**config.mk**
```make
export PLATFORM = sky130hd
export DESIGN_NAME = recip_nr_unit_flat
export DESIGN_NICKNAME = d
export VERILOG_FILES = /design/src/rtl/recip_nr_unit_if.sv /design/src/rtl/recip_nr_unit.sv /design/src/flat_wrapper.sv
export SDC_FILE = /design/constraint.sdc
export NUM_CORES = 1
export LEC_CHECK = 0
export BUFFER_PORTS_ARGS = -buffer_cell sky130_fd_sc_hd__buf_2
export CELL_PAD_IN_SITES_DETAIL_PLACEMENT = 1
export CELL_PAD_IN_SITES_GLOBAL_PLACEMENT = 1
export CORE_MARGIN = 2
export CORE_UTILIZATION = 37
export CTS_BUF_LIST = sky130_fd_sc_hd__clkbuf_4 sky130_fd_sc_hd__clkbuf_8
export DETAILED_ROUTE_END_ITERATION = 12
export PLACE_DENSITY = 0.74
export SLEW_MARGIN = 15
export SYNTH_ARGS = -nofsm -noshare
export SYNTH_HDL_FRONTEND = slang
export SYNTH_SLANG_ARGS = --single-unit
```
**constraint.sdc**
```tcl
create_clock -name i_clk -period 9.8 [get_ports i_clk]
set_clock_uncertainty 0.2 [all_clocks]
set_input_delay 0.98 -clock i_clk [delete_from_list [all_inputs] [get_ports i_clk]]
set_output_delay 0.98 -clock i_clk [all_outputs]
set_load 0.02 [all_outputs]
```
**src/rtl/recip_nr_unit_if.sv**
```systemverilog
`timescale 1ns/1ps
`default_nettype none
// ============================================================================
//  Module   : recip_nr_unit_if
//  Brief    : Divisor-in / reciprocal-out valid-ready bundle for recip_nr_unit.
//  Revision : 1.0  initial release
// ============================================================================
interface recip_nr_unit_if #(
    parameter int DATA_W  = 16,
    parameter int SHIFT_W = $clog2(DATA_W)
);
    logic               i_valid;
    logic               o_ready;
    logic [DATA_W-1:0]  i_divisor;
    logic               o_valid;
    logic               i_ready;
    logic [DATA_W-1:0]  o_reciprocal;
    logic [SHIFT_W-1:0] o_shift;
    logic               o_div_zero;

    modport master (
        output i_valid, i_divisor, i_ready,
        input  o_ready, o_valid, o_reciprocal, o_shift, o_div_zero
    );

    modport slave (
        input  i_valid, i_divisor, i_ready,
        output o_ready, o_valid, o_reciprocal, o_shift, o_div_zero
    );
endinterface

`default_nettype wire

```
**src/rtl/recip_nr_unit.sv**
```systemverilog
`timescale 1ns/1ps
`default_nettype none
// ============================================================================
//  Module   : recip_nr_unit
//  Brief    : LUT-seeded Newton-Raphson reciprocal on one shared multiplier.
//             Define RECIP_ROUND_EN to round (instead of truncate) the final y.
//  Revision : 1.0  initial release
// ============================================================================
module recip_nr_unit #(
    parameter int DATA_W   = 16,
    parameter int LUT_BITS = 5,
    parameter int ITER     = 1,
    parameter int GUARD    = 2,
    parameter int SHIFT_W  = $clog2(DATA_W)
) (
    input  wire            i_clk,
    input  wire            i_rst_n,
    recip_nr_unit_if.slave bus
);

    localparam int c_MAG_W = DATA_W - 1;
    localparam int c_W     = DATA_W + GUARD;
    localparam int c_EP    = DATA_W - 3;
    localparam int c_LUT_N = 2 ** LUT_BITS;
    localparam logic [DATA_W-1:0] c_SAT = {1'b0, {(DATA_W-1){1'b1}}};

    typedef enum logic [2:0] {
        S_IDLE  = 3'd0,
        S_NORM  = 3'd1,
        S_MUL_E = 3'd2,
        S_MUL_Y = 3'd3,
        S_DONE  = 3'd4
    } state_t;

    // round(2^(DATA_W-1) / (1 + (k+0.5)/2^LUT_BITS)) in integer form
    function automatic logic [DATA_W-1:0] seed_calc(input int k);
        longint num;
        longint den;
        num = longint'(1) << (DATA_W - 1 + LUT_BITS + 1);
        den = (longint'(1) << (LUT_BITS + 1)) + 2 * longint'(k) + 1;
        return DATA_W'((2 * num + den) / (2 * den));
    endfunction

    // y carries DATA_W-1+GUARD fraction bits; drop GUARD bits and saturate below 1.0
    function automatic logic [DATA_W-1:0] finalize(input logic [c_W-1:0] y);
        logic [c_W:0]    sum;
        logic [DATA_W:0] q;
`ifdef RECIP_ROUND_EN
        sum = {1'b0, y} + (c_W+1)'(2 ** (GUARD - 1));
`else
        sum = {1'b0, y};
`endif
        q = sum[c_W:GUARD];
        if (|q[DATA_W:DATA_W-1]) return c_SAT;
        return q[DATA_W-1:0];
    endfunction

    logic [DATA_W-1:0] w_seed_tab [c_LUT_N];

    for (genvar k = 0; k < c_LUT_N; k++) begin : g_seed
        localparam logic [DATA_W-1:0] c_SEED = seed_calc(k);
        assign w_seed_tab[k] = c_SEED;
    end

    state_t               r_state;
    logic [c_MAG_W-1:0]   r_mag;
    logic [c_MAG_W-1:0]   r_m;
    logic [SHIFT_W-1:0]   r_nshift;
    logic                 r_zero;
    logic [c_W-1:0]       r_y;
    logic [c_W+1:0]       r_e;
    logic [1:0]           r_iter;
    logic                 r_ready;
    logic                 r_valid;
    logic [DATA_W-1:0]    r_recip;
    logic [SHIFT_W-1:0]   r_shift;
    logic                 r_dz;

    logic [SHIFT_W-1:0]   w_lead;
    logic [SHIFT_W-1:0]   w_shift;
    logic [c_MAG_W-1:0]   w_m;
    logic [LUT_BITS-1:0]  w_idx;
    logic [DATA_W-1:0]    w_seed;
    logic [c_W+1:0]       w_t;
    logic [c_W+1:0]       w_mul_b;
    logic [2*c_W+1:0]     w_prod;
    logic                 w_unused_msb;
    logic [c_EP+1:0]      w_unused_prod;

    // Leading-one detect; an all-zero magnitude yields the maximum shift
    always_comb begin
        w_lead = '0;
        for (int i = 0; i < c_MAG_W; i++) begin
            if (r_mag[i]) w_lead = SHIFT_W'(i);
        end
    end

    assign w_shift = SHIFT_W'(c_MAG_W - 1) - w_lead;
    assign w_m     = r_mag << w_shift;
    assign w_idx   = w_m[c_MAG_W-2 -: LUT_BITS];
    assign w_seed  = w_seed_tab[w_idx];

    // Shared multiplier: y*m in MUL_E, y*(2-e) in MUL_Y
    assign w_t     = {2'b10, {c_W{1'b0}}} - r_e;
    assign w_mul_b = (r_state == S_MUL_E) ? {{(c_W+2-c_MAG_W){1'b0}}, r_m} : w_t;
    assign w_prod  = {{(c_W+2){1'b0}}, r_y} * {{c_W{1'b0}}, w_mul_b};

    assign w_unused_msb  = bus.i_divisor[DATA_W-1];
    assign w_unused_prod = {w_prod[2*c_W+1:2*c_W], w_prod[c_EP-1:0]};

    always_ff @(posedge i_clk or negedge i_rst_n) begin
        if (!i_rst_n) begin
            r_state  <= S_IDLE;
            r_mag    <= '0;
            r_m      <= '0;
            r_nshift <= '0;
            r_zero   <= 1'b0;
            r_y      <= '0;
            r_e      <= '0;
            r_iter   <= '0;
            r_ready  <= 1'b1;
            r_valid  <= 1'b0;
            r_recip  <= '0;
            r_shift  <= '0;
            r_dz     <= 1'b0;
        end else begin
            case (r_state)
                S_IDLE: begin
                    if (bus.i_valid) begin
                        r_mag   <= bus.i_divisor[c_MAG_W-1:0];
                        r_ready <= 1'b0;
                        r_state <= S_NORM;
                    end
                end
                S_NORM: begin
                    r_m      <= w_m;
                    r_nshift <= w_shift;
                    r_zero   <= (r_mag == '0);
                    r_y      <= {w_seed, {GUARD{1'b0}}};
                    r_iter   <= 2'(ITER);
                    r_state  <= (ITER > 0) ? S_MUL_E : S_DONE;
                end
                S_MUL_E: begin
                    r_e     <= w_prod[c_EP +: c_W+2];
                    r_state <= S_MUL_Y;
                end
                S_MUL_Y: begin
                    r_y     <= w_prod[c_W +: c_W];
                    r_iter  <= r_iter - 2'd1;
                    r_state <= (r_iter == 2'd1) ? S_DONE : S_MUL_E;
                end
                S_DONE: begin
                    if (!r_valid) begin
                        r_valid <= 1'b1;
                        r_recip <= r_zero ? c_SAT : finalize(r_y);
                        r_shift <= r_nshift;
                        r_dz    <= r_zero;
                    end else if (bus.i_ready) begin
                        r_valid <= 1'b0;
                        r_ready <= 1'b1;
                        r_state <= S_IDLE;
                    end
                end
                default: r_state <= S_IDLE;
            endcase
        end
    end

    assign bus.o_ready      = r_ready;
    assign bus.o_valid      = r_valid;
    assign bus.o_reciprocal = r_recip;
    assign bus.o_shift      = r_shift;
    assign bus.o_div_zero   = r_dz;

endmodule

`default_nettype wire

```
**src/flat_wrapper.sv**
```systemverilog
// flat-port wrapper written by rule: the top's interface ports become plain ports
module recip_nr_unit_flat 
#(
    parameter int DATA_W   = 16,
    parameter int LUT_BITS = 5,
    parameter int ITER     = 1,
    parameter int GUARD    = 2,
    parameter int SHIFT_W  = $clog2(DATA_W)
)
  (i_clk, i_rst_n, bus_i_valid, bus_i_divisor, bus_i_ready, bus_o_ready, bus_o_valid, bus_o_reciprocal, bus_o_shift, bus_o_div_zero);
  recip_nr_unit_if #(.DATA_W(DATA_W), .SHIFT_W(SHIFT_W)) bus_i ();
  input  wire i_clk;
  input  wire i_rst_n;
  input wire logic [$bits(bus_i.i_valid)-1:0] bus_i_valid;
  input wire logic [$bits(bus_i.i_divisor)-1:0] bus_i_divisor;
  input wire logic [$bits(bus_i.i_ready)-1:0] bus_i_ready;
  output wire logic [$bits(bus_i.o_ready)-1:0] bus_o_ready;
  output wire logic [$bits(bus_i.o_valid)-1:0] bus_o_valid;
  output wire logic [$bits(bus_i.o_reciprocal)-1:0] bus_o_reciprocal;
  output wire logic [$bits(bus_i.o_shift)-1:0] bus_o_shift;
  output wire logic [$bits(bus_i.o_div_zero)-1:0] bus_o_div_zero;
  assign bus_i.i_valid = bus_i_valid;
  assign bus_i.i_divisor = bus_i_divisor;
  assign bus_i.i_ready = bus_i_ready;
  assign bus_o_ready = bus_i.o_ready;
  assign bus_o_valid = bus_i.o_valid;
  assign bus_o_reciprocal = bus_i.o_reciprocal;
  assign bus_o_shift = bus_i.o_shift;
  assign bus_o_div_zero = bus_i.o_div_zero;
  recip_nr_unit #(.DATA_W(DATA_W), .LUT_BITS(LUT_BITS), .ITER(ITER), .GUARD(GUARD), .SHIFT_W(SHIFT_W)) u_core (.i_clk(i_clk), .i_rst_n(i_rst_n), .bus(bus_i));
endmodule
```
Word level (Yosys, flattened, before mapping)
Memories as Yosys holds them, arrays and structs flattened.
Index checks and enable logic that the tools add are counted.
{"block": "totals", "ff_bits": 101, "latch_bits": 0, "output_inout_bits": 23, "n_memories": 1, "romBits": 512, "ramBits": 0, "input_bits": 20, "word_cells": 74}
{"block": "classes", "n_reduce_logical": 8, "n_shift": 1, "n_addsub": 3, "div": 0, "bitwise": 2, "n_mul": 1, "eq_ne": 8, "n_lt_le_gt_ge": 1, "n_mux": 36}
{"name": "(no name shown)", "words": 32, "width": 16, "rd": 1, "rd_clocked_by_memory_dff": 0, "write_ports": 0, "line_no": "recip_nr_unit.sv:101", "rtl": "assign w_seed = w_seed_tab[w_idx];"}
{"op": "two-way mux 16 bit", "count": 5}
{"op": "two-way mux 4 bit", "count": 13}
{"op": "multiplier 18 x 20 -> 36 bit", "count": 1}
{"op": "one-hot mux 18 bit (2 select lines)", "count": 1}
{"op": "two-way mux 20 bit", "count": 1}
{"op": "subtractor 20 bit, first input constant", "count": 1}
{"op": "zero test 15 bit", "count": 1}
{"op": "one-hot mux 3 bit (5 select lines)", "count": 1}
{"op": "left shift 15 x 4 -> 15 bit", "count": 1}
{"op": "two-way mux 3 bit", "count": 4}
{"op": "two-way mux 1 bit", "count": 9}
{"op": "equality test 3 x 2 -> 1 bit, second input constant", "count": 2}
{"op": "greater-or-equal comparator 6 bit, second input constant", "count": 1}
{"op": "NOT 5 -> 6 bit", "count": 1}
{"op": "!= test 2 bit, second input constant", "count": 2}
{"op": "one-hot mux 2 bit (2 select lines)", "count": 1}
{"op": "AND reduction 2 bit", "count": 2}
{"op": "AND reduction 4 bit", "count": 1}
{"op": "nonzero test 2 bit", "count": 2}
{"op": "subtractor 4 bit, first input constant", "count": 1}
{"op": "equality test 3 x 1 -> 1 bit, second input constant", "count": 1}
{"op": "equality test 3 bit, second input constant", "count": 1}
{"op": "zero test 3 bit", "count": 1}
{"op": "AND reduction 3 bit", "count": 1}
{"op": "5 further kinds", "count": 5}

Depth between registers and ports, before layout
Gate-level depths: netlist of the first run.
{"block": "depth", "word_depth": 21, "mapped_depth": 30, "depth_no_buf": 29}

Worst setup path after synthesis of the first run
OpenSTA, ideal clock, no wires.
{"block": "synth_timing", "path_kind": "reg-to-reg", "startpoint": "reg u_core.r_e[2]", "endpoint": "reg u_core.r_y[16]", "slack_ns": 1.818, "t_required_ns": 9.479, "path_buffers": 1, "period_less_slack_ns": 7.982, "path_stages_with_launch": 30, "setup_ns": 0.121, "arrival_ns": 7.661, "path_cell_list": "dfrtp_1 > or4_1 > nor4_1 > nand2_1 > nor3_1 > xor2_1 > nor2_1 > clkbuf_1 > and2_1 > fa_1 > inv_1 > fa_1 > fa_1 > inv_1 > fa_1 > fa_1 > inv_1 > fa_1 > inv_1 > ha_1 > a21o_1 > a21oi_1 > nor2_1 > o311a_1 > nor3_1 > a211oi_1 > or2_2 > nor2_1 > xnor2_1 > o22a_1"}
{"block": "synth_via", "elab_chain_cells": 4}
{"element": "start, declared", "line_no": "recip_nr_unit.sv:71", "rtl": "logic [c_W+1:0] r_e;"}
{"element": "start signal, assigned", "line_no": "recip_nr_unit.sv:144", "rtl": "r_e <= w_prod[c_EP +: c_W+2];"}
{"element": "subtractor 20 bit", "line_no": "recip_nr_unit.sv:104", "rtl": "assign w_t = {2'b10, {c_W{1'b0}}} - r_e;"}
{"element": "two-way mux 20 bit", "line_no": "recip_nr_unit.sv:105", "rtl": "assign w_mul_b = (r_state == S_MUL_E) ? {{(c_W+2-c_MAG_W){1'b0}}, r_m} : w_t;"}
{"element": "multiplier 18 x 20 -> 36 bit", "line_no": "recip_nr_unit.sv:106", "rtl": "assign w_prod = {{(c_W+2){1'b0}}, r_y} * {{c_W{1'b0}}, w_mul_b};"}
{"element": "one-hot mux 18 bit (2 select lines)", "line_no": "recip_nr_unit.sv:127", "rtl": "case (r_state)"}
{"element": "end signal, assigned", "line_no": "recip_nr_unit.sv:139", "rtl": "r_y <= {w_seed, {GUARD{1'b0}}};"}
{"element": "end signal, assigned", "line_no": "recip_nr_unit.sv:148", "rtl": "r_y <= w_prod[c_W +: c_W];"}
{"element": "end, declared", "line_no": "recip_nr_unit.sv:70", "rtl": "logic [c_W-1:0] r_y;"}
No other way between the ends.
A chain may end at the register's enable or synchronous reset.

Worst setup path in the final report of the first run
{"block": "layout_timing", "startpoint": "reg u_core.r_e[2]", "endpoint": "reg u_core.r_y[12]"}
The elaborated chain is that of the path after synthesis.

==> impl_metrics.csv, run 1 <==
group,metric,value,unit
timing,finalCriticalPeriod,8800,ps
clocking,cts.hold.buffers_added,0,
timing,final.period_utilization,0.898,
logic_synthesis,syn_area_per_cell,8.71,sq um
placed_design,routability_driven_placement_congestion_ratio,0.844,
run_status,run_status,"complete, no violations",
layout,final_core_util,0.399,
logic_synthesis,synthesis.area,17100,sq um
critical_path,worst-endpoint-arrival,8850,ps
placed_design,port_buffers,40,
logic_synthesis,post-synth-top-area-cell,"fa_1",
critical_path,worst_setup_path_end_kind,"register",
grt,groute.layer.met2.usage,0.361,
route,drt-total-wl,46100,microns
grt,met1_track_usage_gr,0.278,
logic_synthesis,yosysWarnings,0,
timing,setup_repair_after_global_routing_missed_its_margin,"false",
clocking,cts-root-buf,"clkbuf_8",
grt,antenna_violations_before_repair,1,
clocking,clkLatencyLatePin,390,ps
logic_synthesis,synth_fa_ha_area_frac,0.414,
critical_path,ff2ff_path_depth,26,
logic_synthesis,synth_top_area_share,0.334,
logic_synthesis,complex_gate_fraction_of_the_synthesized_area,0.0972,
timing,timing.slew.headroom,0.229,
clocking,tritoncts_buffers,9,
clocking,h-tree-depth,3,
clocking,cts.sinks,100,
timing,final.setup.tns,0,ps
placed_design,pre_cts_slack,1030,ps
logic_synthesis,ys_seq_elements,100,
grt,first_global_vias,14907,
clocking,clockBufferDepth,2,
route,via_count,13267,
grt,gr-usage-all-layers,0.204,
floorplan,start_util,0.376,
floorplan,die-area,47900,sq um
logic_synthesis,asyncSetResetFlopFracSynth,1.00,
route,route.detailed.wl_per_inst,18.0,microns
logic_synthesis,ys_seq_area_frac,0.147,
layout,fillCellCount,5478,
hold_path,worst_hold_path.num_cells,2,
timing,worst_slew_pin_slew,1160,ps
route,detail_route.drc_violations,0,
grt,grt_busiest_layer,"met2",
logic_synthesis,post_synth_and_or_nand_nor_area_fraction,0.187,
critical_path,required,9850,ps
floorplan,chipWidth,219,microns
logic_synthesis,synth_xor_xnor_area_share,0.0246,
clocking,cts-resized-gates,0,
logic_synthesis,syn_inst,1963,
placed_design,dpl.hpwl,36300,microns
critical_path,critical_path.startpoint_type,"register",
job,max_cap_violations,0,
floorplan,rows,78,
timing,setup_viol_count_final,0,
floorplan,die_h,219,microns
timing,worst_slack,996,ps
route,detail-route-antenna-nets,0,
floorplan,coreArea,45500,sq um
clocking,clkSlewWorstSetupHoldPaths,100,ps
logic_synthesis,synth_enable_flop_cells,0,
layout,layout-area-overhead-vs-synth,6.20,%
timing,maximum_operating_frequency,0.114,GHz
clocking,post_cts.repair.setup_buffers,0,
logic_synthesis,post_synth_main_area_contributors,"fa_1 33%, dfrtp_1 14%, inv_1 8.4%, and2_1 8.2%, ha_1 8.0%",
floorplan,boundaryPins,43,
critical_path,crit_path_max_fanout,8,
timing,final_hold_viol_count,0,
logic_synthesis,synthesis.nets,2377,
placed_design,place_area,18000,sq um
layout,post_route_cells_drive_above_1_share,0.0689,
route,drt_iter0_drc,823,
layout,stdcell_area,18100,sq um
layout,n_antenna_cell,0,
clocking,tritoncts,"done",
logic_synthesis,dominantRegCellSynth,"dfrtp_1",
layout,regArea,2500,sq um
layout,multi_input_comb_area,12800,sq um
critical_path,criticalPathCategory,"register to register",
grt,grt_max_degree,52,
logic_synthesis,largest_family_of_logic_cells_by_synthesized_area,"adder cells",
route,drt-vias-per-instance,5.18,
logic_synthesis,synth.distinct_cells,71,
route,firstDrtPassIters,5,
timing,slew_viol_final,0,
grt,grt_remaining_overflow,0,
grt,grt_pass1_wl,78000,microns
hold_path,hold_path.class,"register to register",
grt,gr-usage-met3,0.0104,
logic_synthesis,post_synth_mux_area_share,0.0234,
layout,fin_nets,2369,
==> cell usage after synthesis (all sizes together) (4+ instances only) <==
| cell type | instances |
|---|---|
| and2 | 223 |
| a21oi | 63 |
| nor2b | 6 |
| or2 | 5 |
| nor2 | 89 |
| o31ai | 10 |
| fa | 285 |
| xnor2 | 24 |
| o21ai | 76 |
| clkbuf | 90 |
| nand3 | 14 |
| a221oi | 5 |
| nor4 | 9 |
| a31oi | 6 |
| a211oi | 11 |
| xor2 | 24 |
| a22oi | 5 |
| buf | 9 |
| mux2i | 14 |
| a22o | 4 |
| o211ai | 15 |
| or4 | 4 |
| ha | 109 |
| o21a | 5 |
| or3 | 12 |
| a21o | 17 |
| dfrtp | 99 |
| a2bb2oi | 6 |
| and3 | 4 |
| a211o | 4 |
| nor3 | 16 |
| nand2 | 240 |
| inv | 384 |
| mux2 | 21 |
| nand2b | 15 |
==> final cells by class <==
type                    instances  share of cell area
repair buffers                 80              0.0277
well taps                     600              0.0414
clock inverters                 3             0.00103
inverters                     384              0.0794
flip-flops and latches        100               0.138
multi-input cells            1380               0.703
clock buffers                  13             0.00951
==> layer usage <==
layer | routed length, microns | up-vias
met5 | 0 | -
met1 | 20800 | 6953
met3 | 1400 | 44
met2 | 23300 | 233
li1 | - | 6037
met4 | 646 | 0
==> through the flow <==
step                      hold WS [ps]  std cells
after global routing               324       2560
after detailed placement           271       2544
after CTS                          294       2560
after global placement             265       2544
after floorplan                    244       1963
final                              296       2560
==> layout by cell type (no fill, tap or decap), types with 14 or more instances in the layout <==
master	instances
inv_1	382
fa_1	285
nand2_1	239
and2_1	223
ha_1	109
dfrtp_1	98
nor2_1	88
o21ai_0	72
a21oi_1	63
buf_4	41
buf_2	39
xor2_1	24
xnor2_1	24
mux2_2	21
a21o_1	17
nor3_1	16
nand2b_1	15
o211ai_1	15
nand3_1	14
mux2i_1	14
==> critical path, stage by stage (launching register included) <==
cell and delay, ps:
dfrtp_1 460, or4_1 650, nor4_1 210, nand2_1 160, nor2_1 160, xor2_1 90, a21oi_1 860, and2_1 260
fa_1 410, inv_1 90, fa_1 410, fa_1 510, inv_1 50, fa_1 520, fa_1 510, inv_1 60
fa_1 480, inv_1 40, ha_1 280, o21ai_0 90, a31oi_1 620, a21oi_1 280, o21ai_0 490, a31oi_1 200
o21ai_0 260, xnor2_1 190, o211ai_1 110
==> logic make-up after synthesis <==
logic type                 count (synthesis)
other                                      1
AOI/OAI and AO/OA                        257
and+or+nand+nor                          644
adders and majority gates                394
DFF                                      100
muxes                                     36
buffers and inverters                    483
xor gates and xnor gates                  48
==> flip-flops by register name, indices dropped and copies added (netlist names) <==
register                 cells
u_core.bus.o_reciprocal     15
u_core.r_zero                1
u_core.r_m                  15
u_core.r_nshift              4
u_core.r_e                  20
u_core.bus.o_div_zero        1
u_core.r_state               3
u_core.r_mag                15
u_core.r_y                  18
u_core.r_iter                2
u_core.bus.o_valid           1
u_core.bus.o_ready           1
u_core.bus.o_shift           4
==> final timing paths <==
kind	startpoint	end	slack (ps)
max in group asynchronous	i_rst_n	u_core.r_e[8]$_DFFE_PN0N_	7880
worst min register to register	u_core.r_m[10]$_DFFE_PN0P_	u_core.r_m[10]$_DFFE_PN0P_	300
min in group asynchronous	i_rst_n	u_core.r_mag[3]$_DFFE_PN0P_	400
worst max-delay path	u_core.r_e[2]$_DFFE_PN0N_	u_core.r_y[12]$_DFFE_PN0P_	1000
worst min-delay path	u_core.r_m[10]$_DFFE_PN0P_	u_core.r_m[10]$_DFFE_PN0P_	300
worst max register to register	u_core.r_e[2]$_DFFE_PN0N_	u_core.r_y[12]$_DFFE_PN0P_	1000
Power of run 1 is left out: the tool's default activity adds up to more than one toggle a clock period on the data nets, which glitch-free logic cannot reach.
==> run 2: changes to the inputs <==
--- a/config.mk
+++ b/config.mk
@@ -12,7 +12,7 @@
 export CORE_UTILIZATION = 37
 export CTS_BUF_LIST = sky130_fd_sc_hd__clkbuf_4 sky130_fd_sc_hd__clkbuf_8
 export DETAILED_ROUTE_END_ITERATION = 12
-export PLACE_DENSITY = 0.74
+export PLACE_DENSITY = 0.65
 export SLEW_MARGIN = 15
 export SYNTH_ARGS = -nofsm -noshare
 export SYNTH_HDL_FRONTEND = slang
==> run 2 against run 1 <==
  * Highest routed layer unchanged
  * Worst hold slack got worse by 3.4 ps
  * Flip-flop and latch count did not move
  * Critical path depth rose by 2
  * First-iteration DRC count shrank 25%
  * Via count decreased by 1.7%
  * Sequential share of layout area is essentially flat
  * Largest cell class unchanged
  * Critical endpoint is now u_core.r_y[11]$_DFFE_PN0P_
  * Routed wire length hardly changed
==> impl_metrics.csv, run 2 (synthesis gave the netlist of run 1 again) <==
group,metric,value,unit
run_status,run_status,"complete, no violations",
clocking,cts.hold.buffers_added,0,
route,drt-vias-per-instance,5.10,
route,detail_route.drc_violations,0,
clocking,cts-resized-gates,0,
timing,final.period_utilization,0.865,
floorplan,start_util,0.376,
floorplan,chipWidth,219,microns
timing,finalCriticalPeriod,8480,ps
floorplan,die_h,219,microns
timing,timing.slew.headroom,0.162,
job,max_cap_violations,0,
clocking,tritoncts_buffers,9,
grt,gr-usage-met3,0.0157,
layout,post_route_cells_drive_above_1_share,0.0679,
critical_path,critical_path.max_stage_delay,630,ps
layout,largest_registers,"u_core.r_e x20, u_core.r_y x18",
route,drt-total-wl,46100,microns
floorplan,boundaryPins,43,
critical_path,crit_path_top_delay_cell,"or4_1",
timing,worst_slew_pin_slew,1260,ps
clocking,clockBufferDepth,2,
clocking,post_cts.repair.setup_buffers,0,
clocking,cts-root-buf,"clkbuf_8",
route,via_count,13038,
placed_design,dpl.hpwl,36000,microns
critical_path,criticalPathCategory,"register to register",
layout,most_frequent_cells_in_the_layout,"382 x inv_1, 285 x fa_1, 238 x nand2_1",
critical_path,critical_path.startpoint_type,"register",
critical_path,worst-endpoint-arrival,8510,ps
grt,met1_track_usage_gr,0.286,
timing,final_hold_viol_count,0,
critical_path,ff2ff_path_depth,28,
grt,grt_max_degree,59,
clocking,tritoncts,"done",
clocking,h-tree-depth,3,
grt,grt_busiest_layer,"met2",
clocking,cts.sinks,100,
clocking,clkLatencyLatePin,390,ps
timing,slew_viol_final,0,
floorplan,die-area,47900,sq um
timing,maximum_operating_frequency,0.118,GHz
grt,antenna_violations_before_repair,1,
placed_design,routability_driven_placement_congestion_ratio,0.853,
critical_path,required,9840,ps
grt,first_global_vias,14553,
floorplan,rows,78,
timing,setup_repair_after_global_routing_missed_its_margin,"false",
layout,layout-area-overhead-vs-synth,6.10,%
layout,max_flop_register,"u_core.r_e",
route,detail-route-antenna-nets,0,
route,drt_iter0_drc,618,
clocking,clkSlewWorstSetupHoldPaths,100,ps
critical_path,worst_setup_path_end_kind,"register",
route,firstDrtPassIters,5,
timing,final.setup.tns,0,ps
route,route.detailed.wl_per_inst,18.0,microns
layout,largest_register_ffs,20,
critical_path,critical_path.most_common_cell,"fa_1",
hold_path,hold_path.class,"register to register",
grt,grt_pass1_wl,77400,microns
placed_design,port_buffers,40,
layout,fin_nets,2367,
layout,final_core_util,0.399,
timing,setup_viol_count_final,0,
grt,grt_remaining_overflow,0,
grt,gr-usage-all-layers,0.204,
critical_path,crit_path_max_fanout,18,
layout,n_antenna_cell,0,
hold_path,worst_hold_path.num_cells,2,
layout,final_common_cell,"inv_1",
floorplan,coreArea,45500,sq um
grt,groute.layer.met2.usage,0.350,
==> run 2: per-layer routing <==
metal | share of wire | vias to the layer above
li1 | - | 6023
met4 | 0.0098 | 0
met5 | 0 | -
met1 | 0.47 | 6835
met3 | 0.027 | 29
met2 | 0.49 | 151
==> run 2: path summary, 6_finish.rpt <==
path / start / end / slack [ps]
worst max-delay path: u_core.r_e[2]$_DFFE_PN0N_ / u_core.r_y[11]$_DFFE_PN0P_ / 1320
worst min-delay path: u_core.r_m[12]$_DFFE_PN0P_ / u_core.r_m[12]$_DFFE_PN0P_ / 290
worst max register to register: u_core.r_e[2]$_DFFE_PN0N_ / u_core.r_y[11]$_DFFE_PN0P_ / 1320
worst min register to register: u_core.r_m[12]$_DFFE_PN0P_ / u_core.r_m[12]$_DFFE_PN0P_ / 290
max in group asynchronous: i_rst_n / u_core.r_y[1]$_DFFE_PN0P_ / 7870
min in group asynchronous: i_rst_n / u_core.r_mag[6]$_DFFE_PN0P_ / 350
==> run 2: stage by stage <==
step	instances	hold slack, ps	setup slack, ps	instance area (sq um)
floorplan	1963	244	1820	17100
global placement	2542	264	1450	17900
detailed placement	2542	275	1340	17900
CTS	2558	299	1270	18100
global route	2558	337	774	18100
finish	2558	293	1320	18100
==> run 2: worst max-delay path: cells and delay by family, from the launching register on <==
| kind | cells | cell delay (ps) |
|---|---|---|
| adder cells (fa/ha/maj) | 7 | 3410 |
| AND/OR/NAND/NOR | 8 | 1870 |
| XOR/XNOR | 1 | 340 |
| AO/OA/AOI/OAI | 6 | 1380 |
| flip-flops | 1 | 440 |
| buffers and inverters | 6 | 640 |
==> run 2: layout make-up <==
type / instances / area, sq um
clock inverters: 4 / 33.8
fillers: 5463 / 27300
clock buffers: 12 / 159
well taps: 600 / 751
flip-flops and latches: 100 / 2500
multi-input cells: 1380 / 12800
inverters: 384 / 1440
repair buffers: 78 / 488
Power of run 2 is left out for the same reason.
==> run 3: changes to the inputs <==
--- a/config.mk
+++ b/config.mk
@@ -12,7 +12,7 @@
 export CORE_UTILIZATION = 37
 export CTS_BUF_LIST = sky130_fd_sc_hd__clkbuf_4 sky130_fd_sc_hd__clkbuf_8
 export DETAILED_ROUTE_END_ITERATION = 12
-export PLACE_DENSITY = 0.65
+export PLACE_DENSITY = 0.67
 export SLEW_MARGIN = 15
 export SYNTH_ARGS = -nofsm -noshare
 export SYNTH_HDL_FRONTEND = slang
==> constraint.sdc (replaced) <==
create_clock -name i_clk -period 7.45 [get_ports i_clk]
set_clock_uncertainty 0.2 [all_clocks]
set_input_delay 0.745 -clock i_clk [delete_from_list [all_inputs] [get_ports i_clk]]
set_output_delay 0.745 -clock i_clk [all_outputs]
set_load 0.02 [all_outputs]
==> run 3 against run 2 <==
  * The run now ends with setup timing left
  * Flip-flop and latch count unchanged
  * Clock-buffer cell count decreased by 3
  * Final cell count increased by 5.0%
  * Critical path depth increased by 2
  * Fmax increased by 9.0%
  * Critical path type unchanged
  * Largest cell class unchanged
==> impl_metrics.csv, run 3 (synthesis gave the netlist of run 1 again) <==
group,metric,value,unit
run_status,run_status,"finished with violations",
run_status,failed_checks,"setup timing",
layout,final_core_util,0.439,
clocking,tritoncts,"done",
critical_path,crit_path_top_delay_cell,"or4_4",
timing,final.period_utilization,1.04,
route,detail_route.drc_violations,0,
route,detail-route-antenna-nets,0,
placed_design,port_buffers,40,
critical_path,criticalPathCategory,"register to register",
placed_design,routability_driven_placement_congestion_ratio,0.829,
grt,antenna_violations_before_repair,0,
clocking,cts.sinks,100,
floorplan,chipWidth,219,microns
layout,largest_registers,"u_core.r_e x20, u_core.r_y x18",
critical_path,regToRegSetupSlack,-330,ps
layout,final_common_cell,"inv_1",
critical_path,critical_path.most_common_cell,"fa_1",
layout,regArea,2500,sq um
timing,maximum_operating_frequency,0.129,GHz
critical_path,worst-endpoint-arrival,7850,ps
placed_design,place_area,19000,sq um
timing,slew_viol_final,0,
grt,grt_max_degree,52,
clocking,clockBufferDepth,2,
layout,post_route_cells_drive_above_1_share,0.185,
route,route.detailed.wl_per_inst,18.3,microns
critical_path,worst-path-buf-inv,7,
timing,worst_slack,-330,ps
timing,worst_slew_pin_slew,1170,ps
clocking,clkLatencyLatePin,390,ps
timing,timing.slew.headroom,0.223,
layout,most_frequent_cells_in_the_layout,"368 x inv_1, 271 x fa_1, 234 x nand2_1",
floorplan,rows,78,
grt,gr-usage-all-layers,0.215,
route,drt-total-wl,49300,microns
grt,grt_remaining_overflow,0,
critical_path,worst_setup_path_end_kind,"register",
layout,fin_nets,2497,
route,firstDrtPassIters,5,
layout,n_antenna_cell,0,
layout,fillCellCount,5340,
clocking,tritoncts_buffers,9,
route,via_count,13571,
job,max_cap_violations,0,
floorplan,die-area,47900,sq um
clocking,clkSlewWorstSetupHoldPaths,110,ps
clocking,cts-root-buf,"clkbuf_8",
timing,setup_repair_after_global_routing_missed_its_margin,"true",
timing,final_hold_viol_count,0,
layout,largest_register_ffs,20,
route,drt-vias-per-instance,5.05,
critical_path,critical_path.max_stage_delay,570,ps
layout,layout-area-overhead-vs-synth,16.9,%
critical_path,crit_path_max_fanout,7,
floorplan,boundaryPins,43,
critical_path,required,7520,ps
layout,max_flop_register,"u_core.r_e",
critical_path,worst-path-stages,30,
timing,finalCriticalPeriod,7780,ps
floorplan,coreArea,45500,sq um
grt,first_global_vias,15291,
floorplan,start_util,0.376,
floorplan,die_h,219,microns
placed_design,dpl.hpwl,38900,microns
critical_path,critical_path.startpoint_type,"register",
hold_path,hold_path.class,"primary input to asynchronous set/reset pin",
clocking,h-tree-depth,3,
critical_path,ff2ff_path_depth,30,
timing,setup_viol_count_final,26,
layout,stdcell_area,20000,sq um
clocking,cts.hold.buffers_added,0,
critical_path,timing.critical_path.max_delay_family,"adder cells",
grt,grt_pass1_wl,81300,microns
layout,multi_input_comb_area,13500,sq um
route,drt_iter0_drc,626,
-- run 3: cell count changes in the layout (fill, tap and decap cells not counted), moves of 11 or more --
cell,delta
fa_2,+14
buf_6,+18
buf_4,+107
fa_1,-14
inv_2,+14
a21oi_2,+11
inv_1,-14
o21ai_0,-27
a21oi_1,-17
o21ai_1,+21
nor2_1,-12
-- run 3: layout make-up --
class                      instances  area share
clock buffer                       9     0.00620
clock inverter                     6     0.00238
inverter                         384      0.0722
multi-input combinational       1380       0.676
sequential                       100       0.125
tap                              600      0.0376
timing repair buffer             208      0.0798
-- run 3: stage by stage --
step | hold WS (ps) | setup WS (ps) | TNS (ps) | cells
floorplan | 244 | -66.9 | -115 | 1963
global placement | 265 | -477 | -9740 | 2651
detailed placement | 272 | -599 | -12860 | 2651
CTS | 170 | -424 | -4280 | 2681
global route | 199 | -621 | -13300 | 2687
finish | 156 | -330 | -4740 | 2687
-- run 3: per-layer routing --
metal / global-route usage / vias up / share of wire / wire [microns]
met3: 0.0111 / 41 / 0.022 / 1090
met1: 0.289 / 7081 / 0.45 / 22200
met2: 0.388 / 161 / 0.51 / 25300
met5: 0 / - / 0 / 0
li1: - / 6288 / - / -
met4: 0.0392 / 0 / 0.013 / 633
-- run 3: path summary, 6_finish.rpt --
path / start / endpoint
worst max-delay path: u_core.r_e[5]$_DFFE_PN0N_ / u_core.r_y[13]$_DFFE_PN0P_
max in group asynchronous: i_rst_n / u_core.r_e[14]$_DFFE_PN0N_
worst min register to register: u_core.r_m[8]$_DFFE_PN0P_ / u_core.r_m[8]$_DFFE_PN0P_
worst min-delay path: i_rst_n / u_core.r_mag[2]$_DFFE_PN0P_
worst max register to register: u_core.r_e[5]$_DFFE_PN0N_ / u_core.r_y[13]$_DFFE_PN0P_
min in group i_clk: u_core.r_m[8]$_DFFE_PN0P_ / u_core.r_m[8]$_DFFE_PN0P_
-- run 3: worst reg2reg max path, delay by kind of cell, from the launching register on --
| family | cells | cell delay [ps] |
|---|---|---|
| adders and majority gates | 7 | 3160 |
| buffers and inverters | 7 | 670 |
| and+or+nand+nor | 10 | 2180 |
| xor gates and xnor gates | 2 | 360 |
| DFF | 1 | 390 |
| AOI/OAI and AO/OA | 4 | 690 |
-- run 3: what timing repair did --
item / in CTS / in global routing
setup buffers: 16 / 7
cloned: 1 / 0
gates resized for setup: 96 / 65
setup endpoints to repair: 33 / 35
pin swaps: 59 / 33
Power of run 3 is left out for the same reason.
